==> src/rtl/window55_linebuf.sv <==
// rtl/window55_linebuf.sv - streaming 5x5 sliding-window generator with four cascaded line buffers
module window55_linebuf #(
    parameter int IMAGE_COLS = 32,
    parameter int IMAGE_ROWS = 32,
    parameter int IN_WIDTH   = 6
) (
    input  logic                         clk,
    input  logic                         rst,
    input  logic                         pixel_valid,
    input  logic                         sof,
    input  logic signed [IN_WIDTH-1:0]   nextPixel,
    output logic [25*IN_WIDTH-1:0]       win_flat,
    output logic                         window_valid,
    output logic                         frame_done
);

    localparam int CW = (IMAGE_COLS > 1) ? $clog2(IMAGE_COLS) : 1;
    localparam int RW = (IMAGE_ROWS > 1) ? $clog2(IMAGE_ROWS) : 1;
    localparam logic [CW-1:0] COL_LAST = CW'(IMAGE_COLS - 1);
    localparam logic [RW-1:0] ROW_LAST = RW'(IMAGE_ROWS - 1);
    localparam logic [CW-1:0] COL_EDGE = CW'(4);
    localparam logic [RW-1:0] ROW_EDGE = RW'(4);

    logic [CW-1:0]         col;
    logic [RW-1:0]         row;
    logic [CW-1:0]         eff_col;
    logic [RW-1:0]         eff_row;
    logic                  accept;
    logic                  at_row_end;
    logic                  at_frame_end;
    logic                  interior;

    logic [IN_WIDTH-1:0]   lb [4][IMAGE_COLS];
    logic [IN_WIDTH-1:0]   lb_out [4];
    logic [IN_WIDTH-1:0]   new_col [5];
    logic [IN_WIDTH-1:0]   win [5][5];

    // A start-of-frame pixel is always treated as position (0,0), whatever the counters say.
    always_comb begin
        accept       = pixel_valid;
        eff_col      = (pixel_valid && sof) ? '0 : col;
        eff_row      = (pixel_valid && sof) ? '0 : row;
        at_row_end   = (eff_col == COL_LAST);
        at_frame_end = at_row_end && (eff_row == ROW_LAST);
        interior     = (eff_row >= ROW_EDGE) && (eff_col >= COL_EDGE);
    end

    // Line-buffer read port: entry at the current column holds the pixel from 1..4 rows above.
    always_comb begin
        for (int k = 0; k < 4; k++) begin
            lb_out[k] = lb[k][eff_col];
        end
        new_col[0] = lb_out[3];
        new_col[1] = lb_out[2];
        new_col[2] = lb_out[1];
        new_col[3] = lb_out[0];
        new_col[4] = nextPixel;
    end

    // Line-buffer cascade: new pixel into LB0, each buffer's old entry moves down one buffer.
    always_ff @(posedge clk) begin
        if (accept) begin
            lb[0][eff_col] <= nextPixel;
            for (int k = 1; k < 4; k++) begin
                lb[k][eff_col] <= lb[k-1][eff_col];
            end
        end
    end

    // Raster position counters for the next accepted pixel.
    always_ff @(posedge clk or negedge rst) begin
        if (!rst) begin
            col <= '0;
            row <= '0;
        end else if (accept) begin
            if (at_row_end) begin
                col <= '0;
                row <= at_frame_end ? '0 : eff_row + RW'(1);
            end else begin
                col <= eff_col + CW'(1);
                row <= eff_row;
            end
        end
    end

    // Window register: shift one column left and load the new column at c=4.
    always_ff @(posedge clk or negedge rst) begin
        if (!rst) begin
            for (int r = 0; r < 5; r++) begin
                for (int c = 0; c < 5; c++) begin
                    win[r][c] <= '0;
                end
            end
        end else if (accept) begin
            for (int r = 0; r < 5; r++) begin
                for (int c = 0; c < 4; c++) begin
                    win[r][c] <= win[r][c+1];
                end
                win[r][4] <= new_col[r];
            end
        end
    end

    // Strobes are single-cycle and only follow an accepted pixel.
    always_ff @(posedge clk or negedge rst) begin
        if (!rst) begin
            window_valid <= 1'b0;
            frame_done   <= 1'b0;
        end else begin
            window_valid <= accept && interior;
            frame_done   <= accept && at_frame_end;
        end
    end

    // Flatten the window, element (r,c) at index r*5+c.
    always_comb begin
        win_flat = '0;
        for (int r = 0; r < 5; r++) begin
            for (int c = 0; c < 5; c++) begin
                win_flat[(r*5+c)*IN_WIDTH +: IN_WIDTH] = win[r][c];
            end
        end
    end

endmodule

==> config.mk <==
export PLATFORM = sky130hd
export DESIGN_NAME = window55_linebuf
export DESIGN_NICKNAME = d
export VERILOG_FILES = /design/src/rtl/window55_linebuf.sv
export SDC_FILE = /design/constraint.sdc
export NUM_CORES = 1
export LEC_CHECK = 0
export ABC_AREA = 1
export CORE_MARGIN = 2
export CORE_UTILIZATION = 26
export CTS_BUF_LIST = sky130_fd_sc_hd__clkbuf_4 sky130_fd_sc_hd__clkbuf_8 sky130_fd_sc_hd__clkbuf_16
export CTS_CLUSTER_SIZE = 28
export DETAILED_ROUTE_END_ITERATION = 7
export GPL_TIMING_DRIVEN = 0
export HOLD_SLACK_MARGIN = 0.15
export PLACE_DENSITY_LB_ADDON = 0.15
export SLEW_MARGIN = 15
export SYNTH_ARGS = -nofsm -noshare
export SYNTH_HDL_FRONTEND = slang
export SYNTH_SLANG_ARGS = --single-unit
==> constraint.sdc <==
create_clock -name clk -period 3.7 [get_ports clk]
set_input_delay 0.74 -clock clk [delete_from_list [all_inputs] [get_ports clk]]
set_output_delay 0.74 -clock clk [all_outputs]
set_load 0.05 [all_outputs]
==> Yosys cells after proc, flatten, opt, wreduce, memory -nomap -nowiden <==
Memories as Yosys holds them, arrays and structs flattened.
Index checks and enable logic that the tools add are counted.
{ "word_totals": {"regBits": 162, "mem_bits_rw": 768, "out_inout_bits": 152, "mem_count": 1} }
{ "mem_list": {"columns": ["memory", "depth", "width", "rd", "rd_clocked_by_memory_dff", "write_ports", "line_no", "source"], "rows": [
  ["lb", 4, 192, 4, 0, 4, "33", "logic [IN_WIDTH-1:0] lb [4][IMAGE_COLS];"]
]} }
{ "classes": {"n_addsub": 2, "order_cmp": 4, "eq_ne": 2, "mux": 21, "bitwise_logic": 1, "reduce_logical": 6} }
{ "op_table": {"columns": ["operator", "count"], "rows": [
  ["two-way mux 192 bit", 1],
  ["binary-select mux 6 bit (select 5 bit)", 4],
  ["two-way mux 6 bit", 9],
  ["demux 6 bit (select 5 bit)", 1],
  ["two-way mux 5 bit", 5],
  ["adder 5 x 1 -> 5 bit (second input constant)", 2],
  ["equality test 5 bit (second input constant)", 2],
  [">= comparator 5 x 3 -> 1 bit (second input constant)", 2],
  [">= comparator 6 bit (second input constant)", 1],
  ["logical AND 1 bit", 6],
  ["< comparator 6 x 1 -> 1 bit (second input constant)", 1],
  ["inverter 5 -> 6 bit", 1],
  ["two-way mux 1 bit", 1]
]} }

==> Logic depth before layout (Yosys ltp) <==
{ "logic_depth": {"word_depth": 8, "mapped_depth": 14, "ltp_nobuf": 12} }

==> Least setup slack after synthesis <==
Ideal clock, no wire load.
{ "synth_path": {"path_kind": "input to register", "from": "input sof", "to": "memory lb[0][168] (netlist name) (enable)", "setup_time_ns": 0.435, "arrival_time_ns": 3.288, "t_required_ns": 3.265, "setup_slack_ns": -0.023, "path_stages": 6, "cell_sequence": "nand2_2 -> nand2_2 -> nor2_2 -> buf_2 -> nand2_1 -> nor3_1"} }
{ "synth_rtl": {"columns": ["element", "line_no", "source"], "rows": [
  ["start: declaration", "10", "input logic sof,"],
  ["end: declaration", "33", null]
]} }

==> metrics.md <==
| Metric | Value |
|---|---|
| Outcome | complete, no violations |
| Post-Place Cells | 5671 |
| Setup ws final | 199.1 ps |
| Mapped Avg Cell Area | 10.97 um2 |
| Area of the mapped netlist | 38450 um2 |
| Final clock skew | 25.83 ps |
| Gr ovfl total | 0 |
| I/O pins | 162 |
| H-tree Lvls | 3 |
| Vias | 28034 |
| Pwr Total | 34.33 mW |
| CP required | 4120 ps |
| Max Used Layer | met5 |
| Critical Path Start Type | primary input |
| Layout cells sized above 1 | 12.45% |
| First-pass GRT wire length | 216500 um |
| Area leader, netlist | edfxtp_1 |
| Post-Layout Cell Count | 5922 |
| Worst Hold Class | in -> reg |
| Switch Pwr | 12.26 mW |
| Synth top cells by count | nand2_1 (1003), edfxtp_1 (768), nand3_1 (471) |
| Detailed placement HPWL | 106300 um |
| IR drop worst, VDD | 0.0004222 V |
| Ys async rst share | 17.42% |
| Met2 wire len | 73220 um |
| Clock sink count | 930 |
| Logic pwr share | 28.7% |
| Power Internal | 22.07 mW |
| Max-slew violations | 0 |
| Max_cap viols | 0 |
| Layout Nets | 3920 |
| Die width | 388.6 um |
| DR WL met3 | 9711 um |
| Row count | 141 |
| Synth Warn # | 0 |
| Synth top area cells | edfxtp_1 (60%), dfrtp_1 (11%), nand2_1 (9.8%) |
| Pre-CTS setup slack | -1407 ps |
| Die area | 151000 um2 |
| Leakage | 19.14 nW |
| Setup_tns | 0 ps |
| Initial antenna violation count | 3 |
| Initial Util | 26.10% |
| Worst setup EP type | register |
| Overall routing resource usage | 20.35% |
| Metal-1 WL | 67460 um |
| # port buffers | 161 |
| 1st-pass router iterations | 6 |
| Path depth of the worst reg2reg path | 11 |
| Vias in the first global route | 27131 |
| P&R area growth vs syn | 26.85% |
| Syn_nets | 3520 |
| Clock power frac | 31.4% |
| Unrepaired setup endpoints after global routing | false |
| Worst Setup Path Type | in -> reg |
| Net Sw Frac | 35.71% |
| Synth top area share | 59.98% |
| Final hold violation count | 0 |
| Count leader, synth | nand2_1 |
| Die Ht | 388.6 um |
| HP Start | nextPixel[1] |
| Clock-pin transition on the worst setup and hold timing paths | 60 ps |
| EDFF count, synth | 768 |
| Via density per instance | 4.734 |
| Worst R2R Start | col[1]$_DFFE_PN0P_ |
| Pin count of the biggest net entering global routing | 86 |
| Sequential share of the synthesized area | 70.53% |
| F_max | 0.2856 GHz |
| Fin crit period | 3501 ps |
| Least-Margin Pin Slew | 956.9 ps |
| Worst hold endpoint | lb[0][169]$_DFFE_PP_ |
| Sequential power share | 39.8% |
| Worst R2R End | lb[1][165]$_DFFE_PP_ |
| FF-to-FF setup slack | 260 ps |
| Wire per inst | 26.20 um |
| CTS Buf Count | 107 |
| Routability Congestion | 0.8227 |
| Clock Tree Buf Depth | 3 |
| Cells after Synth | 3505 |
| Core area | 147300 um2 |
| Pwr Density | 703.8 nW/um2 |
| 1st-iter DRT viols | 2581 |
| Clk root buf | clkbuf_16 |
| CTS tree | done |
| Hold path depth | 1 |
| Synth cell types | 29 |
| Slew margin rel. | 36.21% |
| WL final | 155200 um |
| Skew-Pair Late Insertion Delay | 730 ps |
| Final setup fails | 0 |
| Final ANT Viol Nets | 0 |
| Primary FF master, synth | edfxtp_1 |
| DRC Markers | 0 |
| Period utilization | 94.62% |
| Arrival @ worst endpoint | 3920 ps |
| Crit path max fanout | 12 |
| Post-synthesis register bit count | 930 |
-- critical path, cell delays in order --
cell and delay (ps):
clkdlybuf4s50_1 550, nand2_4 190, nand2_2 190, buf_4 280
buf_2 350, buf_2 340, ha_1 370, nand2_4 230
nor2_4 230, buf_16 200, buf_16 190
-- power groups by stage --
stage	Combinational (mW)	Clock (mW)	Sequential, mW
5_1_grt	10.4	11.4	13.8
2_1_floorplan	3.08	0	15.5
3_3_place_gp	8.99	0	14.1
3_5_place_dp	9.73	0	13.9
4_1_cts	9.86	11.0	13.7
6_report	9.85	10.8	13.7
-- cell usage in the layout, fill, tap and decap left out, types with 10 or more instances in the layout --
| cell | count |
|---|---|
| nand4_1 | 57 |
| buf_12 | 42 |
| buf_1 | 11 |
| nor2_1 | 124 |
| clkinv_1 | 22 |
| nand3_1 | 466 |
| clkbuf_16 | 108 |
| o21ai_0 | 129 |
| buf_2 | 110 |
| o211ai_1 | 31 |
| bufinv_16 | 10 |
| clkbuf_4 | 25 |
| nand3b_1 | 92 |
| nor2_4 | 33 |
| clkbuf_1 | 66 |
| nand2_1 | 990 |
| buf_16 | 43 |
| buf_4 | 39 |
| clkdlybuf4s50_1 | 154 |
| inv_1 | 387 |
| dfrtp_1 | 162 |
| edfxtp_1 | 768 |
| clkinv_2 | 18 |
| a21oi_1 | 19 |
-- registers in the layout, indices dropped and copies added (netlist names) --
register and count:
frame_done 1, win_flat 150, col 5, row 5, window_valid 1, lb 768
-- cell families (layout without fill, tap and decap cells) --
logic type / after synthesis / count (layout) / synth area share, %
XOR/XNOR: 2 / 2 / 0.04557
AND/OR/NAND/NOR: 1796 / 1797 / 20.51
AO/OA/AOI/OAI: 183 / 183 / 2.607
flip-flops: 930 / 930 / 70.53
buffers and inverters: 589 / 1074 / 6.151
adder cells (fa/ha/maj): 5 / 5 / 0.1627
other: 0 / 1 / 0
-- worst max path at each step --
| stage | startpoint | endpoint | slack (ps) |
|---|---|---|---|
| 2_1_floorplan | sof | lb[0][162]$_DFFE_PP_ | 490 |
| 3_3_place_gp | rst | col[2]$_DFFE_PN0P_ | -5650 |
| 3_5_place_dp | pixel_valid | lb[0][119]$_DFFE_PP_ | -1410 |
| 4_1_cts | pixel_valid | lb[3][44]$_DFFE_PP_ | 10 |
| 5_1_grt | pixel_valid | win_flat[118]$_DFFE_PN0P_ | 150 |
| 6_report | pixel_valid | lb[0][69]$_DFFE_PP_ | 200 |
-- metrics by stage --
step	util [%]	cell area, um2	hold WS [ps]
floorplan	-	38450	444.4
global placement	28.84	42480	457.2
detailed placement	30.19	44480	458.1
CTS	33.03	48650	363.7
global route	33.11	48770	393.0
finish	33.11	48770	403.4
-- final cells by class --
class | instances | area [um2]
Antenna cell | 1 | 2.502
Buffer | 198 | 923.4
Clock buffer | 137 | 2952
Clock inverter | 58 | 558.0
Fill cell | 14788 | 98540
Inverter | 391 | 1471
Multi-Input combinational cell | 1987 | 9328
Sequential cell | 930 | 27120
Tap cell | 1930 | 2415
Timing Repair Buffer | 290 | 4008
-- layer usage --
metal | GRT usage [%] | vias up
met5 | 0 | -
met4 | 6.721 | 2
met3 | 3.134 | 230
met2 | 33.50 | 1051
met1 | 27.33 | 14142
li1 | - | 12609
-- what timing repair did --
item	in CTS	in global routing
hold buffers	1	0
hold endpoints to repair	84	0
setup buffers	46	7
gates resized for setup	19	8
pin swaps	27	4
setup endpoints to repair	1061	131
gates cloned	0	1
No activity file was read; power rests on OpenSTA's default activity.
